### config.mk
export PLATFORM = sky130hd
export DESIGN_NAME = coherence_bus_ctrl
export DESIGN_NICKNAME = d
export VERILOG_FILES = /design/src/rtl/coherence_bus_ctrl.sv
export SDC_FILE = /design/constraint.sdc
export NUM_CORES = 1
export LEC_CHECK = 0
export ABC_AREA = 1
export CELL_PAD_IN_SITES_DETAIL_PLACEMENT = 1
export CELL_PAD_IN_SITES_GLOBAL_PLACEMENT = 2
export CORE_ASPECT_RATIO = 1.2
export CORE_MARGIN = 1.5
export CORE_UTILIZATION = 15
export CTS_CLUSTER_DIAMETER = 100
export DETAILED_ROUTE_END_ITERATION = 6
export PLACE_DENSITY = 0.9
export SETUP_SLACK_MARGIN = 0.5
export SLEW_MARGIN = 5
export SYNTH_ARGS = -nofsm -noshare
export SYNTH_HDL_FRONTEND = slang
export SYNTH_SLANG_ARGS = --single-unit
### constraint.sdc
create_clock -name CLK -period 2.2 [get_ports CLK]
set_input_delay 0.33 -clock CLK [delete_from_list [all_inputs] [get_ports CLK]]
set_output_delay 0.33 -clock CLK [all_outputs]
set_load 0.01 [all_outputs]
### src/rtl/coherence_bus_ctrl.sv
// coherence_bus_ctrl
//   Two-core memory bus controller and snoop sequencer. It arbitrates the two
//   dcaches and two icaches onto the single RAM port. On a dcache miss it
//   snoops the peer dcache. When the peer holds the line dirty, the line is
//   forwarded cache-to-cache and written back to RAM at the same time.
//   Lines are 2 words (8 bytes).
//
// Ports
//   CLK, RST             clock; asynchronous active-high reset
//   dREN, dWEN           per-core dcache read / write requests
//   daddr0/1, dstore0/1  dcache word addresses and write data
//   cctrans, ccwrite     coherence transaction / write-intent-or-dirty flags
//   iREN, iaddr0/1       per-core icache read requests and addresses
//   dwait, iwait         per-requester stall (1 = wait)
//   dload, iload         returned word, shared by both cores
//   ccwait, ccinv        snoop request / invalidate request to snooped core
//   ccsnoopaddr0/1       snoop address presented to each core
//   ramREN, ramWEN       RAM strobes
//   ramaddr, ramstore    RAM address and write data
//   ramload, ramstate    RAM read data and state (00 FREE, 01 BUSY, 10 ACCESS, 11 ERROR)
module coherence_bus_ctrl (
  input  logic        CLK,
  input  logic        RST,
  input  logic [1:0]  dREN,
  input  logic [1:0]  dWEN,
  input  logic [31:0] daddr0,
  input  logic [31:0] daddr1,
  input  logic [31:0] dstore0,
  input  logic [31:0] dstore1,
  input  logic [1:0]  cctrans,
  input  logic [1:0]  ccwrite,
  input  logic [1:0]  iREN,
  input  logic [31:0] iaddr0,
  input  logic [31:0] iaddr1,
  output logic [1:0]  dwait,
  output logic [1:0]  iwait,
  output logic [31:0] dload,
  output logic [31:0] iload,
  output logic [1:0]  ccwait,
  output logic [1:0]  ccinv,
  output logic [31:0] ccsnoopaddr0,
  output logic [31:0] ccsnoopaddr1,
  output logic        ramREN,
  output logic        ramWEN,
  output logic [31:0] ramaddr,
  output logic [31:0] ramstore,
  input  logic [31:0] ramload,
  input  logic [1:0]  ramstate
);

  typedef enum logic [3:0] {
    IDLE, WB0, WB1, SNOOP, C2C0, C2C1, RD0, RD1, IFETCH
  } state_t;

  state_t      state;
  logic        g;          // granted core
  logic        rr;         // round-robin tie-break: core favoured when both request
  logic [31:0] line_addr;  // line base of the current miss

  logic        peer;
  logic        ram_ready;
  logic [1:0]  wb_req, miss_req;
  logic        wb_g, miss_g, if_g;
  logic [31:0] miss_addr;
  logic        start_miss;
  logic [31:0] daddr_g, dstore_g, dstore_peer, iaddr_g;
  logic [31:0] word_off;

  // Tie-break between the two cores of one request class.
  function automatic logic pick(input logic [1:0] req, input logic pri);
    if (req == 2'b11) return pri;
    return req[1];
  endfunction

  assign peer      = ~g;
  // BUSY and ERROR both count as not-ready; the same word is simply retried.
  assign ram_ready = (ramstate == 2'b10);

  // A writeback is dWEN without cctrans; dWEN with cctrans is snoop-response data.
  assign wb_req   = dWEN & ~cctrans;
  assign miss_req = dREN & cctrans;
  assign wb_g     = pick(wb_req, rr);
  assign miss_g   = pick(miss_req, rr);
  assign if_g     = pick(iREN, rr);
  assign miss_addr  = miss_g ? daddr1 : daddr0;
  assign start_miss = (state == IDLE) && (wb_req == 2'b00) && (miss_req != 2'b00);

  assign daddr_g     = g ? daddr1  : daddr0;
  assign dstore_g    = g ? dstore1 : dstore0;
  assign dstore_peer = g ? dstore0 : dstore1;
  assign iaddr_g     = g ? iaddr1  : iaddr0;
  assign word_off    = (state == C2C1 || state == RD1) ? 32'h4 : 32'h0;

  always_ff @(posedge CLK or posedge RST) begin
    if (RST) begin
      state <= IDLE;
      g     <= 1'b0;
      rr    <= 1'b0;
    end else begin
      case (state)
        IDLE: begin
          if (wb_req != 2'b00) begin
            g     <= wb_g;
            state <= WB0;
          end else if (miss_req != 2'b00) begin
            g     <= miss_g;
            state <= SNOOP;
          end else if (iREN != 2'b00) begin
            g     <= if_g;
            state <= IFETCH;
          end
        end
        WB0:    if (ram_ready) state <= WB1;
        WB1:    if (ram_ready) begin state <= IDLE; rr <= ~g; end
        SNOOP:  if (cctrans[peer]) state <= ccwrite[peer] ? C2C0 : RD0;
        C2C0:   if (ram_ready) state <= C2C1;
        C2C1:   if (ram_ready) begin state <= IDLE; rr <= ~g; end
        RD0:    if (ram_ready) state <= RD1;
        RD1:    if (ram_ready) begin state <= IDLE; rr <= ~g; end
        IFETCH: if (ram_ready) begin state <= IDLE; rr <= ~g; end
        default: state <= IDLE;
      endcase
    end
  end

  // Miss line base; only meaningful while a miss is in flight.
  always_ff @(posedge CLK) begin
    if (start_miss) line_addr <= miss_addr & ~32'h7;
  end

  always_comb begin
    dwait        = 2'b11;
    iwait        = 2'b11;
    dload        = 32'h0;
    iload        = 32'h0;
    ccwait       = 2'b00;
    ccinv        = 2'b00;
    ccsnoopaddr0 = 32'h0;
    ccsnoopaddr1 = 32'h0;
    ramREN       = 1'b0;
    ramWEN       = 1'b0;
    ramaddr      = 32'h0;
    ramstore     = 32'h0;
    case (state)
      WB0, WB1: begin
        ramWEN   = dWEN[g];
        ramaddr  = daddr_g;
        ramstore = dstore_g;
        if (ram_ready) dwait[g] = 1'b0;
      end
      SNOOP: begin
        ccwait[peer] = 1'b1;
        ccinv[peer]  = ccwrite[g];
        if (peer) ccsnoopaddr1 = line_addr;
        else      ccsnoopaddr0 = line_addr;
      end
      C2C0, C2C1: begin
        // Dirty peer data goes to RAM and to the requester in the same beat.
        ccwait[peer] = 1'b1;
        if (peer) ccsnoopaddr1 = line_addr;
        else      ccsnoopaddr0 = line_addr;
        ramWEN   = 1'b1;
        ramaddr  = line_addr | word_off;
        ramstore = dstore_peer;
        dload    = dstore_peer;
        if (ram_ready) dwait = 2'b00;
      end
      RD0, RD1: begin
        ramREN  = 1'b1;
        ramaddr = line_addr | word_off;
        dload   = ramload;
        if (ram_ready) dwait[g] = 1'b0;
      end
      IFETCH: begin
        ramREN  = 1'b1;
        ramaddr = iaddr_g;
        iload   = ramload;
        if (ram_ready) iwait[g] = 1'b0;
      end
      default: ;
    endcase
  end

endmodule

==> impl_metrics.py, run 1 <==
metrics = {
    "floorplanning": {
        "die_h_um": 209,
        "dieArea_um2": 36400,
        "initial_core_util_pct": 15.2,
        "pin_count": 440,
        "coreArea_um2": 34800,
        "die_x_um": 174,
        "row_count": 75,
    },
    "clock_tree": {
        "clk_latency_ns": 0.29,
        "cts.clk_slew.worst_paths_ns": 0.05,
        "postCtsHoldBufs": 0,
        "numCtsBuffers": 5,
        "clock_path_buffers": 2,
        "clockRootBuffer": "clkbuf_16",
        "clkSinkCount": 35,
        "cts_tree": "built",
        "h-tree-depth": 2,
    },
    "outcome": {
        "violations": "setup timing",
        "status": "finished with violations",
    },
    "layout": {
        "nNetsFinal": 1723,
        "stdcell_area_um2": 13600,
        "area_growth_pct": 157,
        "n_antenna_cell": 0,
        "drive_gt1_share_pct": 46.7,
    },
    "power": {
        "p_seq_share_pct": 6.9,
        "total_power_mw": 14.5,
        "p_sw_mw": 6.81,
        "powerDensity_nw_per_um2": 1070,
        "intPower_mw": 7.68,
        "p_leak_nw": 6.35,
        "switching_share_pct": 47.0,
        "ir_drop_uv": 341,
        "power.share.combinational_pct": 88.0,
        "p_clk_share_pct": 5.1,
    },
    "logic_synthesis": {
        "synth.most_common_cell": "nand2_1",
        "synth_common_cells": "254 x nand2_1, 121 x nor2_1, 119 x o21ai_0, 106 x inv_1, 43 x o21ai_1",
        "synth_seq_cells": 35,
        "synth-edff-count": 29,
        "syn_inst": 902,
        "synthesis.area_um2": 5290,
        "syn_avg_cell_area_um2": 5.86,
        "seq_area_frac_synth_pct": 19.3,
        "yosysTopAreaCell": "nand2_1",
        "synth-main-ff-cell": "edfxtp_1",
        "synth_cell_types": 31,
        "yosys_warnings": 0,
        "synth_top_area_share_pct": 18.0,
        "synth.area.top_cells": "nand2_1 18%, edfxtp_1 16%, o21ai_0 11%, nor2_1 8.6%, inv_1 7.5%",
        "async_reset_ff_share_pct": 17.1,
    },
    "timing": {
        "period_needed_ns": 2.31,
        "rsz0062_at_grt": "true",
        "finalCritPeriodShare_pct": 105,
        "skew_ns": 0.00983,
        "worst_slack_ns": -0.107,
        "setup_violations": 57,
        "fmax_mhz": 434,
        "hold_violations": 0,
        "slew_viol_final": 0,
        "hold_slack_ns": 0.285,
    },
    "worst_setup_path": {
        "crit_arrival_ns": 1.98,
        "worstSetupEndpointType": "primary output",
        "critPathKind": "reg -> out",
        "worst_path_max_delay_cell": "dfrtp_4",
        "start_kind": "flop",
        "critPathRequiredTime_ns": 1.87,
        "crit_chain": "buf_12 > buf_12 > buf_6 > buf_8 > nand2_2 > a21oi_2 > buf_4 > or2_4 > buf_6",
        "cp_slowest_stage_delay_ns": 0.54,
        "worstPathMaxFanout": 7,
    },
    "route": {
        "drt_iter0_drc": 272,
        "wirelength_um": 41800,
        "dr.pass1.iters": 4,
        "viasPerCell": 4.47,
        "num_vias": 8714,
        "final_antenna_net_count": 0,
        "drc": 0,
        "wl_per_cell_um": 21.4,
    },
    "grt": {
        "grt_pass1_wl_um": 55200,
        "grt_max_degree": 35,
        "antenna_found_initial": 0,
        "grtUsageTotal_pct": 20.3,
        "grt_overflow": 0,
        "grt_pass1_vias": 9004,
    },
    "placement": {
        "placed_area_um2": 10800,
        "pre_cts_slack_ns": -0.311,
        "dp_hpwl_um": 28200,
        "portBuffers": 433,
        "finalWeightedCongestion": 0.864,
    },
    "min_path": {
        "hold_class": "in -> async",
    },
    "job": {
        "maxCapViolCount": 0,
    },
}
[state kept, by name, summed over array words and instances, names as in the netlist]
register / cells
line_addr: 29
rr: 1
g: 1
state: 4
[logic make-up (layout without fill, tap and decap cells)]
family	Yosys count	in the layout	share of synthesized area (%)
and+or+nand+nor	445	445	35.7
AOI/OAI and AO/OA	239	239	28.9
buffers and inverters	182	761	15.9
DFF	35	35	19.3
other	1	6	0.0709
[through the flow]
step	TNS, ns	utilization [%]	instances
finish	-2.10	39.0	1948
floorplan	0	-	907
detailed placement	-14.53	30.9	1822
global placement	-10.27	30.9	1822
CTS	-1.95	34.4	1906
global route	-10.37	39.0	1948
[path summary, 6_finish.rpt]
kind                       startpoint  cells after the start      endpoint  slack [ns]
setup / recovery                    g                      9    ramaddr[0]       -0.11
hold / removal                    RST                      2            rr        0.29
setup reg to reg             state[0]                      8  line_addr[8]        0.28
hold reg to reg                    rr                      2            rr        0.53
max in group asynchronous         RST                      2             g        1.67
min in group CLK                   rr                      2            rr        0.53
[cell type report]
class                           instances  area (um2)
Clock inverter                          2        7.51
Tap cell                              462         578
Multi-Input combinational cell        690        4630
Clock buffer                            6         129
Fill cell                            4115       21200
Timing Repair Buffer                  638        6700
Inverter                              115         495
Sequential cell                        35        1030
[routing by layer]
layer	share of wire, %	vias up	track usage (%)
met5	0	-	0
met4	3.3	0	6.66
met3	5.6	58	3.95
met2	54	380	39.2
met1	37	4215	21.6
li1	-	4061	-
[power groups by stage]
| stage | Combinational [mW] | Sequential, mW | Clock, mW |
|---|---|---|---|
| floorplan | 3.67 | 0.960 | 0 |
| global placement | 8.61 | 0.978 | 0 |
| detailed placement | 8.69 | 0.987 | 0 |
| CTS | 10.8 | 0.983 | 0.777 |
| global route | 13.5 | 1.02 | 0.793 |
| finish | 12.8 | 1.00 | 0.732 |
[cell usage in the layout, fill, tap and decap left out, types with 6 or more instances in the layout]
cell type / n
o211ai_4: 19
clkdlybuf4s50_1: 237
buf_12: 46
dlygate4sd2_1: 9
nand3_1: 7
or2_4: 25
nor2_1: 87
conb_1: 6
inv_1: 101
nand2_4: 24
or2_2: 9
buf_6: 111
o21ai_2: 54
o211ai_2: 9
a22oi_2: 14
edfxtp_1: 29
clkdlybuf4s15_2: 16
clkbuf_16: 13
o21ai_1: 41
buf_8: 14
nand2_1: 190
buf_4: 71
nor2_2: 21
o21ai_4: 7
buf_16: 13
nor2_4: 38
o21ai_0: 60
buf_2: 106
nand2_2: 43
a22oi_1: 9
[worst max-delay path: cells and delay by family (launching register included)]
| kind | cells | cell delay, ns |
|---|---|---|
| simple gates | 2 | 0.30 |
| flops | 1 | 0.54 |
| buf+inv | 6 | 0.78 |
| compound gates | 1 | 0.05 |
[repair_timing]
item,4_1_cts,5_1_grt
gates cloned,14,9
gates resized for setup,932,351
setup buffers,62,33
endpoints found under the setup margin,230,231
pin swaps,34,86
No activity file was read; power rests on OpenSTA's default activity.
==> inputs of run 2 (changes only) <==
==> constraint.sdc (replaced) <==
create_clock -name CLK -period 2.26 [get_ports CLK]
set_input_delay 0.339 -clock CLK [delete_from_list [all_inputs] [get_ports CLK]]
set_output_delay 0.339 -clock CLK [all_outputs]
set_load 0.01 [all_outputs]
==> impl_metrics.py, run 2 (synthesis results as in run 1) <==
metrics = {
    "timing": {
        "skew_ns": 0.0109,
        "worst_slack_ns": -0.0361,
        "slew_viol_final": 0,
        "hold_slack_ns": 0.295,
        "fmax_mhz": 436,
        "rsz0062_at_grt": "true",
        "period_needed_ns": 2.30,
        "finalCritPeriodShare_pct": 102,
        "setup_violations": 20,
        "hold_violations": 0,
    },
    "min_path": {
        "hold_class": "in -> async",
    },
    "placement": {
        "finalWeightedCongestion": 0.857,
        "dp_cells": 1822,
        "dp_hpwl_um": 28100,
        "portBuffers": 433,
    },
    "grt": {
        "antenna_found_initial": 1,
        "grt.busiest_layer": "met2",
        "grt_pass1_wl_um": 54400,
        "met3_usage_pct": 4.24,
        "grt_max_degree": 35,
        "grt_overflow": 0,
        "grt.met2_usage_pct": 37.8,
        "grtUsageTotal_pct": 19.9,
        "gr-usage-met1_pct": 20.9,
        "grt_pass1_vias": 8934,
    },
    "route": {
        "wirelength_um": 42800,
        "drt_iter0_drc": 252,
        "final_antenna_net_count": 0,
        "num_vias": 8734,
        "wl_per_cell_um": 22.0,
        "drc": 0,
        "viasPerCell": 4.50,
        "dr.pass1.iters": 4,
    },
    "worst_setup_path": {
        "critPathKind": "reg -> out",
        "worstPathMaxFanout": 8,
        "worstSetupEndpointType": "primary output",
        "r2r_start": "g",
        "r2r_cells": 10,
        "crit_arrival_ns": 1.96,
        "r2r_setup_slack_ns": 0.43,
        "worst_r2r_endpoint": "state[0]",
        "critPathRequiredTime_ns": 1.92,
        "start_kind": "flop",
    },
    "layout": {
        "drive_gt1_share_pct": 50.0,
        "layout_commonest_cell": "clkdlybuf4s50_1",
        "fin_util_pct": 40.5,
        "reg.largest.list": "line_addr: 29 flops, state: 4 flops",
        "nNetsFinal": 1715,
        "fillCellCount": 4079,
        "largest_register_ff_count": 29,
        "area_growth_pct": 166,
        "stdcell_count": 1940,
        "top_register": "line_addr",
        "layout_common_cells": "236 x clkdlybuf4s50_1, 193 x nand2_1, 141 x buf_6",
    },
    "power": {
        "ir_drop_uv": 330,
        "p_leak_nw": 6.39,
        "powerDensity_nw_per_um2": 1030,
    },
    "floorplanning": {
        "initial_core_util_pct": 15.2,
        "pin_count": 440,
        "row_count": 75,
        "dieArea_um2": 36400,
        "die_h_um": 209,
        "die_x_um": 174,
        "coreArea_um2": 34800,
    },
    "outcome": {
        "violations": "setup timing",
        "status": "finished with violations",
    },
    "clock_tree": {
        "postCtsHoldBufs": 0,
        "clk_latency_ns": 0.30,
        "clkSinkCount": 35,
        "cts.clk_slew.worst_paths_ns": 0.05,
        "numCtsBuffers": 5,
        "h-tree-depth": 2,
        "clock_path_buffers": 2,
        "cts_tree": "built",
        "clockRootBuffer": "clkbuf_16",
    },
    "job": {
        "maxCapViolCount": 0,
    },
}
-- run 2: cell count changes in the layout (fill, tap and decap cells not counted), moves of 12 or more --
cell | previous run | this run
buf_6 | 111 | 141
clkdlybuf4s15_2 | 16 | 0
nor2_1 | 87 | 45
nor2_4 | 38 | 80
o21ai_0 | 60 | 48
-- run 2: timing repair --
| action | CTS | global route |
|---|---|---|
| pin swaps | 52 | 108 |
| resized for setup | 1014 | 445 |
| endpoints found under the setup margin | 229 | 247 |
| setup buffers | 39 | 39 |
| cloned | 18 | 14 |
-- run 2: how the worst max path moves through the flow --
stage               startpoint          endpoint  cells after the start
finish                state[1]       ramaddr[10]                     11
global route          state[3]      ramstore[20]                     10
CTS                   state[3]      ramstore[16]                     10
detailed placement    state[3]          dwait[1]                      9
global placement      state[3]          dwait[1]                      9
floorplan             state[3]  ccsnoopaddr1[21]                      9
-- run 2: where the power goes --
| part | total [mW] | internal, mW | switching [mW] |
|---|---|---|---|
| logic | 12.9 | 6.44 | 6.44 |
| registers | 0.994 | 0.859 | 0.135 |
| clock network | 0.703 | 0.398 | 0.305 |
| total | 14.6 | 7.69 | 6.88 |
-- run 2: area by class of cell --
type | instances | area (um2) | area share [%]
well taps | 462 | 578 | 4.10
diodes | 1 | 2.50 | 0.0178
clock inverters | 2 | 8.76 | 0.0622
inverters | 115 | 490 | 3.48
clock buffers | 5 | 125 | 0.888
multi-input cells | 690 | 4960 | 35.2
flip-flops and latches | 35 | 1030 | 7.30
repair buffers | 630 | 6900 | 49.0
-- run 2: layer usage --
| layer | wire length, um | part of all wire, % |
|---|---|---|
| met1 | 15200 | 36 |
| met5 | 0 | 0 |
| met3 | 2650 | 6.2 |
| met4 | 1830 | 4.3 |
| met2 | 23100 | 54 |
-- run 2: worst max-delay path, cell delays in order, from the launching register on --
cell and delay [ns]:
dfrtp_2 0.45, buf_6 0.14, nand2_4 0.06, nor2_4 0.05
nor2_4 0.19, inv_8 0.10, buf_12 0.16, buf_12 0.13
buf_12 0.14, nand2_2 0.05, nand2_1 0.05, buf_2 0.15
-- run 2: metrics by stage --
stage | setup WS (ns) | instance area [um2] | total power, mW | setup TNS, ns
detailed placement | -0.225 | 10800 | 9.47 | -7.60
finish | -0.0361 | 14100 | 14.6 | -0.372
CTS | -0.0303 | 11800 | 12.1 | -0.224
floorplan | 0.564 | 5310 | 4.51 | 0
global placement | -0.194 | 10800 | 9.37 | -4.06
global route | -0.0997 | 14100 | 15.3 | -3.99
==> inputs of run 3 (changes only) <==
--- a/config.mk
+++ b/config.mk
@@ -13,7 +13,7 @@
 export CORE_UTILIZATION = 15
 export CTS_CLUSTER_DIAMETER = 100
 export DETAILED_ROUTE_END_ITERATION = 6
-export PLACE_DENSITY = 0.9
+export PLACE_DENSITY = 0.94
 export SETUP_SLACK_MARGIN = 0.5
 export SLEW_MARGIN = 5
 export SYNTH_ARGS = -nofsm -noshare
==> impl_metrics.py, run 3 (synthesis results as in run 1) <==
metrics = {
    "grt": {
        "grt_pass1_wl_um": 54600,
        "grt_overflow": 0,
        "antenna_found_initial": 0,
        "grtUsageTotal_pct": 20.1,
        "grt_pass1_vias": 8627,
        "grt_max_degree": 35,
    },
    "layout": {
        "stdcell_area_um2": 12400,
        "fin_util_pct": 35.7,
        "multi_input_comb_area_um2": 4380,
        "stdcell_count": 1891,
        "area_growth_pct": 135,
        "layout_commonest_cell": "clkdlybuf4s50_1",
        "drive_gt1_share_pct": 40.5,
        "layout_common_cells": "237 x clkdlybuf4s50_1, 215 x nand2_1, 127 x buf_2",
        "fillCellCount": 4230,
        "top_register": "line_addr",
        "seqCellArea_um2": 1030,
        "nNetsFinal": 1666,
        "largest_register_ff_count": 29,
        "reg.largest.list": "line_addr: 29 flops, state: 4 flops",
    },
    "floorplanning": {
        "pin_count": 440,
        "die_x_um": 174,
        "row_count": 75,
        "die_h_um": 209,
        "dieArea_um2": 36400,
        "initial_core_util_pct": 15.2,
        "coreArea_um2": 34800,
    },
    "power": {
        "ir_drop_uv": 503,
        "p_leak_nw": 5.86,
        "total_power_mw": 12.7,
        "powerDensity_nw_per_um2": 1020,
    },
    "placement": {
        "portBuffers": 433,
        "finalWeightedCongestion": 0.888,
        "placed_area_um2": 10600,
        "dp_cells": 1803,
        "dp_hpwl_um": 27300,
    },
    "timing": {
        "rsz0062_at_grt": "true",
        "period_needed_ns": 2.26,
        "finalCritPeriodShare_pct": 100,
        "slew_viol_final": 0,
        "tns_ns": -0.00753,
        "skew_ns": 0.00531,
        "fmax_mhz": 442,
        "setup_violations": 2,
        "hold_violations": 0,
        "worst_slack_ns": -0.00445,
    },
    "worst_setup_path": {
        "critical-path-top-delay-family": "buffers and inverters",
        "worstSetupEndpointType": "primary output",
        "crit_arrival_ns": 1.93,
        "crit_chain": "buf_6 > nand2_4 > nor2_4 > nor2_4 > clkinv_4 > buf_12 > buf_12 > nand2_1 > o221ai_2 > buf_2",
        "critPathRequiredTime_ns": 1.92,
        "start_kind": "flop",
        "critical_path_buf_inv_count": 5,
        "worst_path_max_delay_cell": "dfrtp_1",
        "critPathKind": "reg -> out",
        "worstPathMaxFanout": 7,
        "cp_slowest_stage_delay_ns": 0.43,
    },
    "clock_tree": {
        "clkSinkCount": 35,
        "cts.clk_slew.worst_paths_ns": 0.06,
        "postCtsHoldBufs": 0,
        "clockRootBuffer": "clkbuf_16",
        "h-tree-depth": 2,
        "numCtsBuffers": 5,
        "clk_latency_ns": 0.29,
        "clock_path_buffers": 2,
        "cts_tree": "built",
    },
    "route": {
        "num_vias": 8464,
        "drc": 0,
        "wl_per_cell_um": 21.6,
        "drt_iter0_drc": 245,
        "viasPerCell": 4.48,
        "final_antenna_net_count": 0,
        "wirelength_um": 40900,
        "dr.pass1.iters": 4,
    },
    "outcome": {
        "violations": "setup timing",
        "status": "finished with violations",
    },
    "min_path": {
        "hold_class": "in -> async",
    },
    "job": {
        "maxCapViolCount": 0,
    },
}
-- run 3: metal layers --
metal / global-route usage [%] / vias up / wire, um
li1: - / 3953 / -
met1: 21.0 / 4051 / 15000
met5: 0 / - / 0
met2: 39.1 / 401 / 21900
met3: 4.44 / 59 / 2740
met4: 6.57 / 0 / 1250
-- run 3: report_power, final --
part / internal (mW) / switching, mW
logic: 5.16 / 5.91
registers: 0.858 / 0.106
clock network: 0.398 / 0.313
-- run 3: path summary, 6_finish.rpt --
path                       slack, ns  cells after the start      endpoint  startpoint
max in group asynchronous       1.75                      2             g         RST
setup / recovery              -0.004                     10    ramaddr[9]    state[0]
hold / removal                  0.27                      2            rr         RST
hold reg to reg                 0.58                      2            rr          rr
min in group CLK                0.58                      2            rr          rr
setup reg to reg                0.29                      8  line_addr[8]    state[1]
-- run 3: timing repair --
item,in CTS,in global routing
gates resized for setup,735,401
cloned,16,7
setup endpoints to repair,228,230
setup buffers,23,34
endpoints found under the hold margin,0,0
pin swaps,19,33
-- run 3: through the flow --
step | setup slack [ns] | hold WS [ns]
after floorplan | 0.564 | 0.130
after global placement | -0.255 | 0.533
after detailed placement | -0.307 | 0.560
after CTS | 0.0156 | 0.273
after global routing | -0.0923 | 0.295
final | -0.00445 | 0.274
-- run 3: area by class of cell --
class                      count  share of cell area (%)
clock inverter                 2                  0.0704
antenna                        1                  0.0201
inverter                     115                    3.90
tap                          462                    4.65
timing repair inverter         1                   0.161
multi-input combinational    690                    35.2
sequential                    35                    8.26
clock buffer                   5                    1.01
timing repair buffer         580                    46.7
